File: src/rtl/ram_arbiter.sv
// Two-port round-robin arbiter and access sequencer for a single-port
// synchronous RAM with a registered, one-cycle-latency read port.
// Each access runs IDLE -> ACCESS -> (RDWAIT) -> ACK; all RAM controls
// and both acks come straight from flops.
module ram_arbiter #(
   parameter int unsigned ADDR_WIDTH = 16,
   parameter int unsigned DATA_WIDTH = 8
) (
   input  logic                  clk,
   input  logic                  reset,
   // port A
   input  logic                  a_req,
   input  logic                  a_wr,
   input  logic [ADDR_WIDTH-1:0] a_addr,
   input  logic [DATA_WIDTH-1:0] a_wdata,
   output logic                  a_ack,
   output logic [DATA_WIDTH-1:0] a_rdata,
   // port B
   input  logic                  b_req,
   input  logic                  b_wr,
   input  logic [ADDR_WIDTH-1:0] b_addr,
   input  logic [DATA_WIDTH-1:0] b_wdata,
   output logic                  b_ack,
   output logic [DATA_WIDTH-1:0] b_rdata,
   // RAM side
   output logic                  ram_cs,
   output logic                  ram_oe,
   output logic                  ram_wr,
   output logic [ADDR_WIDTH-1:0] ram_addr,
   output logic [DATA_WIDTH-1:0] ram_din,
   input  logic [DATA_WIDTH-1:0] ram_q,
   output logic                  busy
);

   typedef enum logic [1:0] {StIdle, StAccess, StRdWait, StAck} state_e;

   state_e                state_q, state_d;
   logic                  owner_q, owner_d;      // 0 = A, 1 = B
   logic                  op_wr_q, op_wr_d;
   logic                  last_b_q, last_b_d;    // 1 = last grant went to B
   logic                  cs_q, cs_d;
   logic                  oe_q, oe_d;
   logic                  wr_q, wr_d;
   logic [ADDR_WIDTH-1:0] addr_q, addr_d;
   logic [DATA_WIDTH-1:0] din_q, din_d;
   logic [DATA_WIDTH-1:0] a_rdata_q, a_rdata_d;
   logic [DATA_WIDTH-1:0] b_rdata_q, b_rdata_d;
   logic                  a_ack_q, a_ack_d;
   logic                  b_ack_q, b_ack_d;
   logic                  grant_b;

   // Next-state, arbitration and registered-output decode.
   always_comb begin
      state_d   = state_q;
      owner_d   = owner_q;
      op_wr_d   = op_wr_q;
      last_b_d  = last_b_q;
      addr_d    = addr_q;
      din_d     = din_q;
      a_rdata_d = a_rdata_q;
      b_rdata_d = b_rdata_q;
      cs_d      = 1'b0;
      oe_d      = 1'b0;
      wr_d      = 1'b0;
      a_ack_d   = 1'b0;
      b_ack_d   = 1'b0;
      grant_b   = 1'b0;

      unique case (state_q)
         StIdle: begin
            if (a_req || b_req) begin
               // Under contention the port that did not win last time goes.
               grant_b  = b_req && (!a_req || !last_b_q);
               owner_d  = grant_b;
               op_wr_d  = grant_b ? b_wr : a_wr;
               addr_d   = grant_b ? b_addr : a_addr;
               din_d    = grant_b ? b_wdata : a_wdata;
               cs_d     = 1'b1;
               wr_d     = op_wr_d;
               oe_d     = !op_wr_d;
               last_b_d = grant_b;
               state_d  = StAccess;
            end
         end
         StAccess: begin
            if (op_wr_q) begin
               a_ack_d = !owner_q;
               b_ack_d = owner_q;
               state_d = StAck;
            end else begin
               state_d = StRdWait;
            end
         end
         StRdWait: begin
            // ram_q is valid this cycle; hand it to the owner with its ack.
            if (owner_q) begin
               b_rdata_d = ram_q;
            end else begin
               a_rdata_d = ram_q;
            end
            a_ack_d = !owner_q;
            b_ack_d = owner_q;
            state_d = StAck;
         end
         StAck: begin
            state_d = StIdle;
         end
         default: begin
            state_d = StIdle;
         end
      endcase
   end

   // State and output registers with synchronous reset.
   always_ff @(posedge clk) begin
      if (reset) begin
         state_q   <= StIdle;
         owner_q   <= 1'b0;
         op_wr_q   <= 1'b0;
         last_b_q  <= 1'b1;
         cs_q      <= 1'b0;
         oe_q      <= 1'b0;
         wr_q      <= 1'b0;
         addr_q    <= '0;
         din_q     <= '0;
         a_rdata_q <= '0;
         b_rdata_q <= '0;
         a_ack_q   <= 1'b0;
         b_ack_q   <= 1'b0;
      end else begin
         state_q   <= state_d;
         owner_q   <= owner_d;
         op_wr_q   <= op_wr_d;
         last_b_q  <= last_b_d;
         cs_q      <= cs_d;
         oe_q      <= oe_d;
         wr_q      <= wr_d;
         addr_q    <= addr_d;
         din_q     <= din_d;
         a_rdata_q <= a_rdata_d;
         b_rdata_q <= b_rdata_d;
         a_ack_q   <= a_ack_d;
         b_ack_q   <= b_ack_d;
      end
   end

   assign ram_cs   = cs_q;
   assign ram_oe   = oe_q;
   assign ram_wr   = wr_q;
   assign ram_addr = addr_q;
   assign ram_din  = din_q;
   assign a_ack    = a_ack_q;
   assign b_ack    = b_ack_q;
   assign a_rdata  = a_rdata_q;
   assign b_rdata  = b_rdata_q;
   assign busy     = (state_q != StIdle);

endmodule

File: config.mk
export PLATFORM = sky130hd
export DESIGN_NAME = ram_arbiter
export DESIGN_NICKNAME = d
export VERILOG_FILES = /design/src/rtl/ram_arbiter.sv
export SDC_FILE = /design/constraint.sdc
export NUM_CORES = 1
export LEC_CHECK = 0
export ABC_AREA = 1
export CORE_MARGIN = 8
export CORE_UTILIZATION = 44
export DETAILED_ROUTE_END_ITERATION = 7
export GPL_TIMING_DRIVEN = 0
export PLACE_DENSITY = 0.87
export SLEW_MARGIN = 5
export SYNTH_ARGS = -nofsm -noshare
export SYNTH_HDL_FRONTEND = slang
export SYNTH_SLANG_ARGS = --single-unit
File: constraint.sdc
create_clock -name clk -period 4.1 [get_ports clk]
set_clock_uncertainty 0.05 [all_clocks]
set_input_delay 0.615 -clock clk [delete_from_list [all_inputs] [get_ports clk]]
set_output_delay 0.615 -clock clk [all_outputs]
set_load 0.01 [all_outputs]
After elaboration in Yosys (flattened, before gate mapping)
Cells that the tools add are included.

operators by class
  eq/ne operators = 4
  mux-type cells = 11
  bitwise gates (word level) = 3
  reduce and logical (&&, ||, !) cells = 14

operators with widths
  cell                  number
  $mux W16              1
  $mux W8               1
  $pmux W2 S4           1
  $reduce_and A2 Y1     3
  $mux W1               5
  $eq A2 B2 Y1 const B  2
  $logic_not A1 Y1      4
  $pmux W1 S2           2
  $not A1 Y1            3
  $reduce_or A3 Y1      1
  $eq A2 B1 Y1 const B  1
  $logic_not A2 Y1      1
  $logic_or A1 B1 Y1    2
  $mux W2               1
  $ne A2 B2 Y1 const B  1
  $reduce_bool A2 Y1    1
  $reduce_or A2 Y1      1
  $logic_and A1 B1 Y1   1

word-level totals
  register bits after elaboration = 50
  input port bits = 62
  output and inout bits = 46
  logic and storage cells = 45

Logic depth before layout (Yosys ltp)
  depth after elaboration = 5
  mapped depth = 9
  depth with buffers taken out = 8

Least setup slack after synthesis
No wires, ideal clock.

  path kind = input-to-reg
  from = in b_req
  to = reg din_q[0] (netlist: ram_din[0])
  library setup time = 0.113 ns
  data arrival time = 1.276 ns
  data required time = 3.937 ns
  setup slack = 2.661 ns
  cell stages on the path = 7
  buffers on the path = 3
  cell sequence = buf_6 -> nor2_4 -> nor2_4 -> buf_6 -> buf_6 -> o21ai_1 -> nor2_1

on the way
  longest elaborated chain between the ends = 2
  elaborated cells between the ends (all ways) = 4
  classes of those cells = mux: 1; reduce/logical: 3

RTL lines
  element                                                    RTL line  text
  start: declaration                                         19        input logic b_req,
  $logic_and A1 B1 Y1 or $logic_or A1 B1 Y1 (tied branches)  73, 71
  $mux W8 or $reduce_and A2 Y1 (tied branches)               --
  end signal: assignment                                     139       din_q <= din_d;
  end: declaration                                           45        logic [DATA_WIDTH-1:0] din_q, din_d;

Several ways; a longest one is shown, not always the timed one.
A chain may end at the register's enable or synchronous reset.

Worst setup path in the final report
  from = reg state_q[0]
  to = out busy

on the way
  longest elaborated chain between the ends = 1

RTL lines
  element                   RTL line  text
  start: declaration        37        state_e state_q, state_d;
  start signal: assignment  117       state_q <= StIdle;
  start signal: assignment  131       state_q <= state_d;
  $reduce_bool A2 Y1        156       assign busy = (state_q != StIdle);
  end: declaration          32        output logic busy

No other way between the ends.

==> reports/qor.csv <==
metric,value,unit
postLayoutCellArea,0.00348,mm²
grt_first_pass_wirelength,11.7,mm
placed_area,0.00339,mm²
yosys_warnings,0,
whs_path_depth,2,
wl,7.08,mm
start_util,0.447,
cts_buffers,5,
die_area,0.00767,mm²
io_pins,108,
synth_cell_types,20,
h-tree-depth,2,
place_inst,484,
peakVddDrop,0.000301,V
p_total,1.90,mW
ant_nets,0,
timing.fmax,414,MHz
synth.yosys.seq_area_share,0.444,
status,completed,
drtPass1Iterations,4,
worst_pin_slew,0.455,ns
finalHoldViolCount,0,
synth_top_cell_by_area,dfxtp_1,
end_kind,primary output,
syn_inst,309,
maxCapViolations,0,
startpoint_type,flip-flop,
rsz0062_at_grt,false,
synth_top_area_share,0.444,
synth_fp_nets,375,
final_cells,492,
ctsHoldBuffers,0,
clock_latency,0.30,ns
portBuffers,105,
drv_slew,0,
die_y,87.6,µm
grt_max_degree,17,
finalCriticalPeriod,2.42,ns
final_layout_size_suffix_gt1_frac,0.0664,
place_hpwl,5.55,mm
cts_resized,0,
post_cts_buffers,0,
layout.nets,487,
post-route-period-util,0.589,
crit_path_start,state_q[0],
via_count,2427,
antenna_found_initial,0,
die_w,87.6,µm
crit_type,flip-flop to primary output,
drt-initial-drc-count,141,
final.setup.tns,0,ns
cts_buffer_depth,2,
yosys-top-cells-area,"dfxtp_1 44%, nor2_1 13%, o21ai_0 8.0%",
place_congestion,0.804,
required,3.43,ns
cts_tree,done,
crit_arrival,1.75,ns
syn_area,0.00225,mm²
finalSetupViolations,0,
synth_area_per_cell,7.30,µm²
p_leak,1.43,nW
n_antenna_cell,0,
cp_max_fo,4,
drc,0,
grt_overflow_total,0,
clkTransAtPathRegs,0.10,ns
track_usage,0.191,
ys_seq_elements,50,
cts_root_buf,clkbuf_8,
hp-start,last_b_q,
grt_pass1_vias,2573,
vias_per_cell,4.93,
min_path_type,flip-flop to flip-flop,
slew_headroom,0.697,
r2r-start,state_q[0],
area_growth,54.5,%
clkSinkCount,50,
powerDensity,544,mW/mm²
fp.coreArea,0.00504,mm²
wire_per_inst,14.4,µm
reg2reg_depth,7,
num_rows,26,
-- placed cells by master, fill, tap and decap left out --
cell and n:
buf_2 12, inv_1 8, inv_2 2, o21ai_0 36
nand2_1 40, clkinv_2 1, a21boi_1 10, ha_1 4
a21oi_1 4, nor4_1 2, clkinv_4 1, clkdlybuf4s50_1 105
nor2_4 2, o21ai_1 4, nor3_1 1, clkinvlp_4 1
clkbuf_8 5, nor2_1 80, a21boi_0 14, buf_6 3
o21bai_1 1, nor2_2 1, clkbuf_1 6, nand3_1 29
dfxtp_1 50
-- worst max-delay path: stages (launching register included) --
cell and delay (ns):
dfxtp_1 0.41, inv_1 0.11, ha_1 0.26, inv_2 0.10, clkdlybuf4s50_1 0.58
-- where the power goes --
part	leakage, nW	switching, mW	internal [mW]	total [mW]
clock	0.0441	0.174	0.120	0.295
sequential	0.411	0.0717	0.624	0.696
combinational	0.979	0.466	0.439	0.905
total	1.43	0.712	1.18	1.90
-- sequential cells by signal, indices dropped and copies added, names as in the netlist, 2 cells and up --
register  count
ram_din       8
state_q       2
ram_addr     16
a_rdata       8
b_rdata       8
-- synthesized netlist by cell type (all sizes together) --
cell type and count:
dfxtp 50, a21boi 24, o21bai 1, nand2 40, a21oi 4, nor4 2
o21ai 40, clkbuf 6, nand3 29, nor3 1, nor2 83, inv 10
ha 4, buf 15
-- cells by family (layout without fill, tap and decap cells) --
family / Yosys count / after routing / share of synthesized area
flip-flops: 50 / 50 / 0.444
AND/OR/NAND/NOR: 155 / 155 / 0.285
AO/OA/AOI/OAI: 69 / 69 / 0.181
adder cells (fa/ha/maj): 4 / 4 / 0.0222
buffers and inverters: 31 / 144 / 0.0683
-- layer usage --
layer  wire length (µm)  GRT usage
met1               2900      0.206
met4                110     0.0672
met2               3190      0.315
met5                  0          0
met3                888     0.0957
-- area by class of cell --
| cell class | count | area [µm²] |
|---|---|---|
| plain buffers | 21 | 116 |
| clock buffers | 5 | 68.8 |
| clock inverters | 3 | 21.3 |
| fillers | 417 | 1560 |
| inverters | 10 | 37.5 |
| multi-input cells | 228 | 1100 |
| flip-flops and latches | 50 | 1000 |
| well taps | 70 | 87.6 |
| repair buffers | 105 | 1050 |
-- final timing paths --
path | end | slack (ns)
worst max-delay path | busy | 1.68
worst min-delay path | last_b_q | 0.43
worst max register to register | ram_addr[6] | 2.37
worst min register to register | last_b_q | 0.43
-- through the flow --
stage / hold slack (ns) / util / worst slack [ns]
after floorplan: 0.379 / - / 2.66
after global placement: 0.395 / 0.673 / 2.08
after detailed placement: 0.399 / 0.673 / 2.02
after CTS: 0.423 / 0.691 / 1.70
after global routing: 0.453 / 0.691 / 1.63
final: 0.425 / 0.691 / 1.68
Power figures use the tool's default switching activity.
==> edit 1, RTL diff (config.mk and constraints unchanged) <==
Set the parameter `ADDR_WIDTH` to 15 (it was 16).
--- a/src/rtl/ram_arbiter.sv
+++ b/src/rtl/ram_arbiter.sv
@@ -3,7 +3,7 @@
 // Each access runs IDLE -> ACCESS -> (RDWAIT) -> ACK; all RAM controls
 // and both acks come straight from flops.
 module ram_arbiter #(
-   parameter int unsigned ADDR_WIDTH = 16,
+   parameter int unsigned ADDR_WIDTH = 15,
    parameter int unsigned DATA_WIDTH = 8
 ) (
    input  logic                  clk,
Interface: changed (resized a_addr, b_addr and ram_addr); port bits go from 108 to 105. The function was not compared with the original's and may differ.
==> edit 1 against the original RTL <==
Via count decreased by 3.3%. Design area down 0.97%. First-iteration DRC count decreased by 39%. Critical path type unchanged. Largest cell class unchanged. Register-to-register slack gained 70 ps. Sequential cell count down 1. Routed wire length shrank 3.4%. Cell count decreased by 2.6%. Critical path depth is the same. Area after synthesis down 2.6%. Non-clock buffer count is 3 lower. Maximum frequency is 3.1% higher. Setup slack better by 72 ps. Total power increased by 5.0%.
==> edit 1: results <==
export IMPL_synth_mux_area_frac=0
export IMPL_grt_pass1_wl_um=10900
export IMPL_first_iter_violations=86
export IMPL_port_buffers=103
export IMPL_drive_gt1_frac=0.0655
export IMPL_cts_resized=0
export IMPL_yosys_area_share_adder=0.0228
export IMPL_grt_usage=0.180
export IMPL_nNetsFinal=475
export IMPL_place_ws_ps=1980
export IMPL_critical_path_arrival_ps=1680
export IMPL_worst_path_max_fanout=4
export IMPL_yosys_top_cells_area="dfxtp_1 (45%), nor2_1 (13%), a21boi_0 (7.5%)"
export IMPL_grt_antenna_before_repair=0
export IMPL_grt_use_met2=0.314
export IMPL_ys_async_sr_fraction=0
export IMPL_status="finished, final reports clean"
export IMPL_dpl_cell_area_mm2=0.00331
export IMPL_clock_latency_ps=300
export IMPL_hp_class="reg2reg"
export IMPL_yosysSeqAreaShare=0.446
export IMPL_grt_max_degree=17
export IMPL_postCtsSetupRepairBufs=0
export IMPL_wirelength_um=6840
export IMPL_netlist_top_cells_count="nor2_1 (79), dfxtp_1 (49), nand2_1 (39)"
export IMPL_dr_pass1_iters=5
export IMPL_worst_pin_slew_ps=413
export IMPL_path_clk_slew_ps=90
export IMPL_cts_buffers=5
export IMPL_leakagePower_nw=1.43
export IMPL_largest_reg_flops=15
export IMPL_wl_met1_um=2800
export IMPL_wl_met2_um=3260
export IMPL_syn_nets=365
export IMPL_detailed_place_hpwl_um=5280
export IMPL_hold_path_depth=2
export IMPL_peakVddDrop_mv=0.279
export IMPL_route_vias_total=2347
export IMPL_gr_usage_met3=0.0936
export IMPL_grt_pass1_vias=2359
export IMPL_synth_compound_area_frac=0.180
export IMPL_gp_congestion=0.771
export IMPL_r2r_cells=9
export IMPL_met1_usage=0.185
export IMPL_route_met3_wl_um=732
edit 1: cell count changes after synthesis, sizes merged:
cell / delta
nand2: -1
a21boi: -1
nand3: -1
nor2: -2
dfxtp: -1
clkbuf: -1
o21ai: -1
edit 1: worst max-delay path: stages (launching register included):
cell and delay [ps]:
dfxtp_1 390, inv_1 100, ha_1 260, inv_1 100, clkdlybuf4s50_1 540
edit 1: cells by family (layout without fill, tap and decap cells):
kind of cell / after synthesis / after routing
adders and majority gates: 4 / 4
buffers and inverters: 30 / 141
AOI/OAI and AO/OA: 67 / 67
and+or+nand+nor: 151 / 151
DFF: 49 / 49
edit 1: path summary, 6_finish.rpt:
| path | startpoint | to | slack (ps) |
|---|---|---|---|
| worst max-delay path | state_q[0] | busy | 1760 |
| worst min-delay path | last_b_q | last_b_q | 430 |
| worst max register to register | state_q[0] | ram_addr[14] | 2440 |
| worst min register to register | last_b_q | last_b_q | 430 |
edit 1: per-stage QoR:
step	hold slack, ps	util	instances
after global placement	398	0.692	471
final	431	0.721	479
after floorplan	379	-	301
after detailed placement	410	0.692	471
after CTS	431	0.721	479
after global routing	461	0.721	479
edit 1: cell type report:
cell class / instances / area, um2
Fill cell: 411 / 1340
Inverter: 10 / 37.5
Clock buffer: 5 / 68.8
Sequential cell: 49 / 981
Buffer: 20 / 120
Tap cell: 67 / 83.8
Timing Repair Buffer: 103 / 1030
Multi-Input combinational cell: 222 / 1060
Clock inverter: 3 / 68.8
edit 1: power breakdown:
group	internal (mW)	switching (mW)	leakage (nW)
clock	0.246	0.173	0.0687
sequential	0.611	0.0694	0.403
combinational	0.437	0.453	0.954
==> edit 2, RTL diff (config.mk and constraints unchanged) <==
Without the edit above. Take the reset off `a_rdata_q` and load it in a clocked block of its own.
--- a/src/rtl/ram_arbiter.sv
+++ b/src/rtl/ram_arbiter.sv
@@ -123,7 +123,6 @@
          wr_q      <= 1'b0;
          addr_q    <= '0;
          din_q     <= '0;
-         a_rdata_q <= '0;
          b_rdata_q <= '0;
          a_ack_q   <= 1'b0;
          b_ack_q   <= 1'b0;
@@ -137,11 +136,14 @@
          wr_q      <= wr_d;
          addr_q    <= addr_d;
          din_q     <= din_d;
-         a_rdata_q <= a_rdata_d;
          b_rdata_q <= b_rdata_d;
          a_ack_q   <= a_ack_d;
          b_ack_q   <= b_ack_d;
       end
+   end
+
+   always_ff @(posedge clk) begin
+      a_rdata_q <= a_rdata_d;
    end
 
    assign ram_cs   = cs_q;
Formal check against the unedited RTL: differs if reset is asserted again (counterexample within 4 cycles, from zero or initial values and one cycle with reset high); with reset held inactive, the same outputs for 10 cycles.
==> edit 2 against the original RTL <==
Sequential power about the same. Total power decreased by 0.94%. Die area down 1.0%. Setup slack better by 10 ps. Register-to-register slack gained 100 ps. Routed wire length down 5.9%. Design area grew 0.14%. Sequential cell count unchanged. Count of clock-buffer cells in the layout unchanged. First-iteration DRC count shrank 27%. Area after synthesis fell by 1.2%.
==> edit 2: results <==
export IMPL_fp_row_count=26
export IMPL_status="finished, final reports clean"
export IMPL_netlist_top_cells_count="nor2_1 (65), dfxtp_1 (42), nand2_1 (40)"
export IMPL_synth_compound_area_frac=0.165
export IMPL_dpl_cell_area_mm2=0.00338
export IMPL_crit_family="buffers and inverters"
export IMPL_wirelength_um=6660
export IMPL_route_met3_wl_um=644
export IMPL_first_iter_violations=103
export IMPL_rrSetupSlack_ps=2470
export IMPL_buf_share=0.335
export IMPL_wl_met1_um=2700
export IMPL_dr_pass1_iters=5
export IMPL_yosysSeqAreaShare=0.485
export IMPL_grt_pass1_wl_um=10600
export IMPL_clkPwrFrac=0.186
export IMPL_critical_path_max_stage_delay_ps=570
export IMPL_fillers=458
export IMPL_wl_met2_um=3260
export IMPL_inv_count=8
export IMPL_nFlopsAndLatches=50
export IMPL_place_ws_ps=1950
export IMPL_multi_input_area_mm2=0.00101
export IMPL_peakVddDrop_mv=0.320
export IMPL_nNetsFinal=461
export IMPL_r2r_cells=4
export IMPL_powerDensity_mw_per_mm2=538
export IMPL_met1_usage=0.197
export IMPL_syn_nets=348
export IMPL_relSlewSlack=0.541
export IMPL_multi_input_cells=205
export IMPL_synth_edf_count=8
export IMPL_clk_share=0.0323
export IMPL_gr_usage_met3=0.0632
export IMPL_leakagePower_nw=1.42
export IMPL_r2r_end="a_rdata[5]"
export IMPL_route_vias_total=2261
export IMPL_gp_congestion=0.741
export IMPL_p_comb_uw=834
export IMPL_grt_pass1_vias=2237
export IMPL_sh_seq_area=0.310
export IMPL_yosys_area_share_adder=0.0225
==> edit 2: cell count changes in the layout (fill, tap and decap cells not counted), sizes merged, moves of 2 or more <==
cell    before  now
nor2        83   68
dfxtp       50   42
nor4         2    0
o21ai       40   32
edfxtp       0    8
==> edit 2: worst min path at each step <==
| stage | from | end | slack [ps] | depth (start not counted) |
|---|---|---|---|---|
| 2_1_floorplan | last_b_q | last_b_q | 380 | 2 |
| 3_3_place_gp | last_b_q | last_b_q | 400 | 2 |
| 3_5_place_dp | b_rdata[7] | b_rdata[7] | 420 | 2 |
| 4_1_cts | b_rdata[5] | b_rdata[5] | 440 | 2 |
| 5_1_grt | b_rdata[6] | b_rdata[6] | 470 | 2 |
| 6_report | b_rdata[1] | b_rdata[1] | 440 | 2 |
==> edit 2: stage by stage <==
stage	cells	hold slack (ps)
floorplan	282	379
global placement	458	400
detailed placement	458	420
CTS	466	442
global route	466	472
finish	466	438
